--- src/rtl/grf_dump_pkg.sv ---
// Shared types and constants for the GRF dump engine.
package grf_dump_pkg;

  localparam int         REG_CNT  = 32;
  localparam logic [4:0] LAST_IDX = 5'd31;
  localparam logic [5:0] CHK_IDX  = 6'd32;

  typedef enum logic [2:0] {
    ST_IDLE,
    ST_READ,
    ST_SEND,
    ST_SUM,
    ST_DONE
  } state_e;

endpackage

--- src/rtl/grf_dump_if.sv ---
// Beat stream from the GRF dump engine: valid/ready plus index, payload, PC and last flag.
interface grf_dump_if #(
  parameter int DATA_W = 32
);

  logic              out_valid;
  logic              out_ready;
  logic [5:0]        out_idx;
  logic [DATA_W-1:0] out_data;
  logic [31:0]       out_pc;
  logic              out_last;

  modport master (
    output out_valid,
    output out_idx,
    output out_data,
    output out_pc,
    output out_last,
    input  out_ready
  );

  modport slave (
    input  out_valid,
    input  out_idx,
    input  out_data,
    input  out_pc,
    input  out_last,
    output out_ready
  );

endinterface

--- src/rtl/grf_dump.sv ---
// Walks GRF indices 0..31 through one read port and streams each value as a tagged beat.
// Define GRF_DUMP_CHECKSUM_EN to append a 33rd beat carrying the XOR of all emitted words.
module grf_dump
  import grf_dump_pkg::*;
#(
  parameter int DATA_W  = 32,
  parameter int REG_CNT = 32
) (
  input  logic              clk,
  input  logic              reset,
  input  logic              start,
  input  logic [31:0]       pc,
  output logic              busy,
  output logic              done,
  output logic [4:0]        raddr,
  input  logic [DATA_W-1:0] rdata,
  grf_dump_if.master        out
);

  localparam logic [4:0] LAST_REG = 5'(REG_CNT - 1);

  state_e            state_q, state_d;
  logic [4:0]        idx_q, idx_d;
  logic [DATA_W-1:0] out_data_q, out_data_d;
  logic [5:0]        out_idx_q, out_idx_d;
  logic [31:0]       out_pc_q, out_pc_d;
  logic              out_last_q, out_last_d;
  logic              out_valid_d;
`ifdef GRF_DUMP_CHECKSUM_EN
  logic [DATA_W-1:0] acc_q, acc_d;
`endif

  always_comb begin
    state_d     = state_q;
    idx_d       = idx_q;
    out_data_d  = out_data_q;
    out_idx_d   = out_idx_q;
    out_pc_d    = out_pc_q;
    out_last_d  = out_last_q;
    out_valid_d = 1'b0;
    busy        = 1'b0;
    done        = 1'b0;
    raddr       = 5'd0;
`ifdef GRF_DUMP_CHECKSUM_EN
    acc_d       = acc_q;
`endif

    case (state_q)
      ST_IDLE: begin
        if (start) begin
          out_pc_d = pc;
          idx_d    = 5'd0;
`ifdef GRF_DUMP_CHECKSUM_EN
          acc_d    = '0;
`endif
          state_d  = ST_READ;
        end
      end

      ST_READ: begin
        busy       = 1'b1;
        raddr      = idx_q;
        out_data_d = rdata;
        out_idx_d  = {1'b0, idx_q};
`ifdef GRF_DUMP_CHECKSUM_EN
        // The checksum beat is the last one, so no register beat carries out_last.
        out_last_d = 1'b0;
        acc_d      = acc_q ^ rdata;
`else
        out_last_d = (idx_q == LAST_REG);
`endif
        state_d    = ST_SEND;
      end

      ST_SEND: begin
        busy        = 1'b1;
        out_valid_d = 1'b1;
        if (out.out_ready) begin
          // idx saturates at the last register; the FSM decides what follows it.
          if (idx_q == LAST_REG) begin
`ifdef GRF_DUMP_CHECKSUM_EN
            out_data_d = acc_q;
            out_idx_d  = CHK_IDX;
            out_last_d = 1'b1;
            state_d    = ST_SUM;
`else
            state_d    = ST_DONE;
`endif
          end else begin
            idx_d   = idx_q + 5'd1;
            state_d = ST_READ;
          end
        end
      end

`ifdef GRF_DUMP_CHECKSUM_EN
      ST_SUM: begin
        busy        = 1'b1;
        out_valid_d = 1'b1;
        if (out.out_ready) begin
          state_d = ST_DONE;
        end
      end
`endif

      ST_DONE: begin
        done    = 1'b1;
        state_d = ST_IDLE;
      end

      default: begin
        state_d = ST_IDLE;
      end
    endcase
  end

  always_ff @(posedge clk) begin
    if (reset) begin
      state_q    <= ST_IDLE;
      idx_q      <= 5'd0;
      out_data_q <= '0;
      out_idx_q  <= 6'd0;
      out_pc_q   <= 32'd0;
      out_last_q <= 1'b0;
`ifdef GRF_DUMP_CHECKSUM_EN
      acc_q      <= '0;
`endif
    end else begin
      state_q    <= state_d;
      idx_q      <= idx_d;
      out_data_q <= out_data_d;
      out_idx_q  <= out_idx_d;
      out_pc_q   <= out_pc_d;
      out_last_q <= out_last_d;
`ifdef GRF_DUMP_CHECKSUM_EN
      acc_q      <= acc_d;
`endif
    end
  end

  assign out.out_valid = out_valid_d;
  assign out.out_data  = out_data_q;
  assign out.out_idx   = out_idx_q;
  assign out.out_pc    = out_pc_q;
  assign out.out_last  = out_last_q;

endmodule

--- src/flat_wrapper.sv ---
// flat-port wrapper written by rule: the top's interface ports become plain ports
module grf_dump_flat import grf_dump_pkg::*;
#(
  parameter int DATA_W  = 32,
  parameter int REG_CNT = 32
)
  (clk, reset, start, pc, busy, done, raddr, rdata, out_out_valid, out_out_idx, out_out_data, out_out_pc, out_out_last, out_out_ready);
  grf_dump_if #(.DATA_W(DATA_W)) out_i ();
  input  logic clk;
  input  logic reset;
  input  logic start;
  input  logic [31:0] pc;
  output logic busy;
  output logic done;
  output logic [4:0] raddr;
  input  logic [DATA_W-1:0] rdata;
  output wire logic [$bits(out_i.out_valid)-1:0] out_out_valid;
  output wire logic [$bits(out_i.out_idx)-1:0] out_out_idx;
  output wire logic [$bits(out_i.out_data)-1:0] out_out_data;
  output wire logic [$bits(out_i.out_pc)-1:0] out_out_pc;
  output wire logic [$bits(out_i.out_last)-1:0] out_out_last;
  input wire logic [$bits(out_i.out_ready)-1:0] out_out_ready;
  assign out_out_valid = out_i.out_valid;
  assign out_out_idx = out_i.out_idx;
  assign out_out_data = out_i.out_data;
  assign out_out_pc = out_i.out_pc;
  assign out_out_last = out_i.out_last;
  assign out_i.out_ready = out_out_ready;
  grf_dump #(.DATA_W(DATA_W), .REG_CNT(REG_CNT)) u_core (.clk(clk), .reset(reset), .start(start), .pc(pc), .busy(busy), .done(done), .raddr(raddr), .rdata(rdata), .out(out_i));
endmodule
--- config.mk ---
export PLATFORM = sky130hd
export DESIGN_NAME = grf_dump_flat
export DESIGN_NICKNAME = d
export VERILOG_FILES = /design/src/rtl/grf_dump_pkg.sv /design/src/rtl/grf_dump_if.sv /design/src/rtl/grf_dump.sv /design/src/flat_wrapper.sv
export SDC_FILE = /design/constraint.sdc
export NUM_CORES = 1
export LEC_CHECK = 0
export BUFFER_PORTS_ARGS = -buffer_cell sky130_fd_sc_hd__buf_2
export CORE_MARGIN = 2
export CORE_UTILIZATION = 26
export DETAILED_ROUTE_END_ITERATION = 12
export PLACE_DENSITY_LB_ADDON = 0.08
export SLEW_MARGIN = 0
export SYNTH_ARGS = -nofsm -noshare
export SYNTH_HDL_FRONTEND = slang
export SYNTH_SLANG_ARGS = --single-unit
--- constraint.sdc ---
create_clock -name clk -period 3.15 [get_ports clk]
set_clock_uncertainty 0.15 [all_clocks]
set_input_delay 0.63 -clock clk [delete_from_list [all_inputs] [get_ports clk]]
set_output_delay 0.63 -clock clk [all_outputs]
set_load 0.01 [all_outputs]
==> summary.md <==
| Metric | Value |
|---|---|
| Outcome | complete, no violations |
| Post-Syn Instances | 365 |
| Input/output buffers | 145 |
| Maximum VDD drop | 210 µV |
| Sinks on Clock Net | 78 |
| Syn_area_per_cell | 7.98 µm² |
| R2R cell count | 3 |
| Largest net degree at the start of global routing | 51 |
| Row count | 38 |
| Crit path DAT | 1750 ps |
| Critical path origin | u_core.state_q[0] |
| Commonest non-fill, non-tap cells in the layout | buf_2, nand2_1, dfxtp_1 |
| Final Hold Fails | 0 |
| Min Tclk post-route | 2530 ps |
| H-tree Lvls | 3 |
| #FFs+latches synth | 78 |
| PnR worst setup slack | 624 ps |
| Wirelength, routed | 7990 µm |
| Clk_lat worst skew | 330 ps |
| Slew Viols, Final | 0 |
| Fin crit share | 80.2% |
| Total negative slack | 0 ps |
| R2r endpoint | u_core.out.out_pc[24] |
| Antenna viol nets, final | 0 |
| Initial antenna violation count | 0 |
| Post-CTS Setup Inserts | 0 |
| Vias per cell | 4.34 |
| WHS Path Cells | 2 |
| Setup violators final | 0 |
| DIE AREA | 0.0121 mm² |
| Slew headroom | 27.6% |
| Min-delay src | u_core.out.out_pc[1] |
| RSZ-0062 raised after global routing | no |
| Mapped cell area | 0.00291 mm² |
| Reg2reg start | u_core.state_q[1] |
| Fmax | 0.396 GHz |
| YS warnings | 0 |
| Height of the die | 110 µm |
| Pwr dens | 539 mW/mm² |
| I/O Pins | 147 |
| Gr usage total | 13.3% |
| Clock-pin transition on the worst setup and hold timing paths | 80 ps |
| Post_cts resized | 0 |
| Dpl cells | 628 |
| Max cap viols | 0 |
| Share of layout cells above drive strength 1 | 33.7% |
| Total CTS buffers | 9 |
| Final Net Count | 569 |
| CP endpoint kind | output pin |
| Vias in the first global route | 2575 |
| Crit-path max FO | 9 |
| Slew @ Worst Pin | 1090 ps |
| Grt ovf | 0 |
| CTS root buf | clkbuf_8 |
| Fin cells | 644 |
| Initial DRC count | 152 |
| Commonest non-fill, non-tap cell in the layout | buf_2 |
| Asr flop ratio synth | 0% |
| Global-route wire length before repair | 12400 µm |
| Starting Density | 26.8% |
| Final Util | 36.0% |
| Register area share after synthesis | 53.6% |
| CTS tree | yes |
| Startpoint types | flip-flop |
| DRT Pass-1 Iters | 4 |
| Core Box Area | 0.0109 mm² |
| Leak Pwr | 0.00184 µW |
| Post-Synthesis Net Count | 435 |
| Post-placement cell area | 0.00371 mm² |
| Final GP Congestion | 0.744 |
| Worst slack at placement | 801 ps |
| Worst hold-check path type | reg2reg |
| Wirelength per Cell | 12.4 µm |
| Hold EP | u_core.out.out_pc[1] |
| Worst path required time | 2370 ps |
| Post-DP HPWL | 5470 µm |
| Post-synth EDFFs | 0 |
| Die X-Extent | 110 µm |
| Drt drc | 0 |
| Ant diodes | 0 |
| WS Path Type | reg2out |
| R2R Setup Slk | 1100 ps |
| Hold buffers post-CTS | 0 |
| Number of distinct library cells after synthesis | 32 |
| Cell area after layout | 0.00392 mm² |
| Synth Flop Type | dfxtp_1 |
| Maximum clock path buffer count | 2 |
| Area Growth Syn to Fin | 34.7% |
| Vias | 2795 |
through the flow:
step | total power, µW | hold slack, ps
2_1_floorplan | 1250 | 312
3_3_place_gp | 1370 | 289
3_5_place_dp | 1370 | 293
4_1_cts | 2170 | 306
5_1_grt | 2250 | 319
6_report | 2110 | 303
routing by layer:
| metal | part of all wire, % | GRT usage (%) |
|---|---|---|
| met1 | 46 | 16.6 |
| met5 | 0 | 0 |
| met2 | 44 | 21.0 |
| met4 | 1.3 | 4.16 |
| met3 | 8.5 | 5.45 |
how the worst max path moves through the flow:
stage	to
final	raddr[0]
after global routing	raddr[1]
after CTS	raddr[2]
after detailed placement	u_core.out.out_pc[24]
after global placement	u_core.out.out_pc[23]
after floorplan	busy
synthesized netlist by cell type, types with 2 or more instances:
cell type / instances / area, µm²
nor2_1: 3 / 11.3
inv_1: 9 / 33.8
a21oi_1: 73 / 365
and3_1: 2 / 12.5
nand2_1: 141 / 529
buf_2: 9 / 45.0
buf_4: 3 / 22.5
buf_6: 4 / 45.0
clkbuf_1: 11 / 41.3
nor3b_1: 4 / 30.0
nand3_1: 3 / 15.0
dfxtp_1: 78 / 1560
o21ai_0: 2 / 10.0
nand2b_1: 4 / 25.0
ha_1: 2 / 25.0
area by class of cell:
class / instances / area [µm²]
flip-flops and latches: 78 / 1560
clock buffers: 11 / 151
clock inverters: 5 / 57.6
multi-input cells: 251 / 1170
well taps: 140 / 175
inverters: 9 / 33.8
repair buffers: 150 / 776
fillers: 1178 / 6960
sequential cells by signal (all words and copies together), names as in the netlist:
name and flops:
u_core.out.out_data 32, u_core.out.out_last 1, u_core.state_q 3, u_core.idx_q 5
u_core.out.out_idx 5, u_core.out.out_pc 32
critical path, stage by stage, from the launching register on:
cell and delay [ps]:
dfxtp_1 510, nor3b_2 510, nand2_1 160, inv_1 100
buf_2 130
kinds of logic after synthesis:
group,after synthesis,share of synthesized area [%]
adder cells (fa/ha/maj),2,0.859
AND/OR/NAND/NOR,166,24.4
buffers and inverters,36,6.44
other,1,0.129
flip-flops,78,53.6
AO/OA/AOI/OAI,82,14.6
power by group:
part,total [µW],internal (µW),switching [µW]
registers,1070,1040,28.4
clock network,776,408,367
logic,274,113,161
Power figures use the tool's default switching activity.
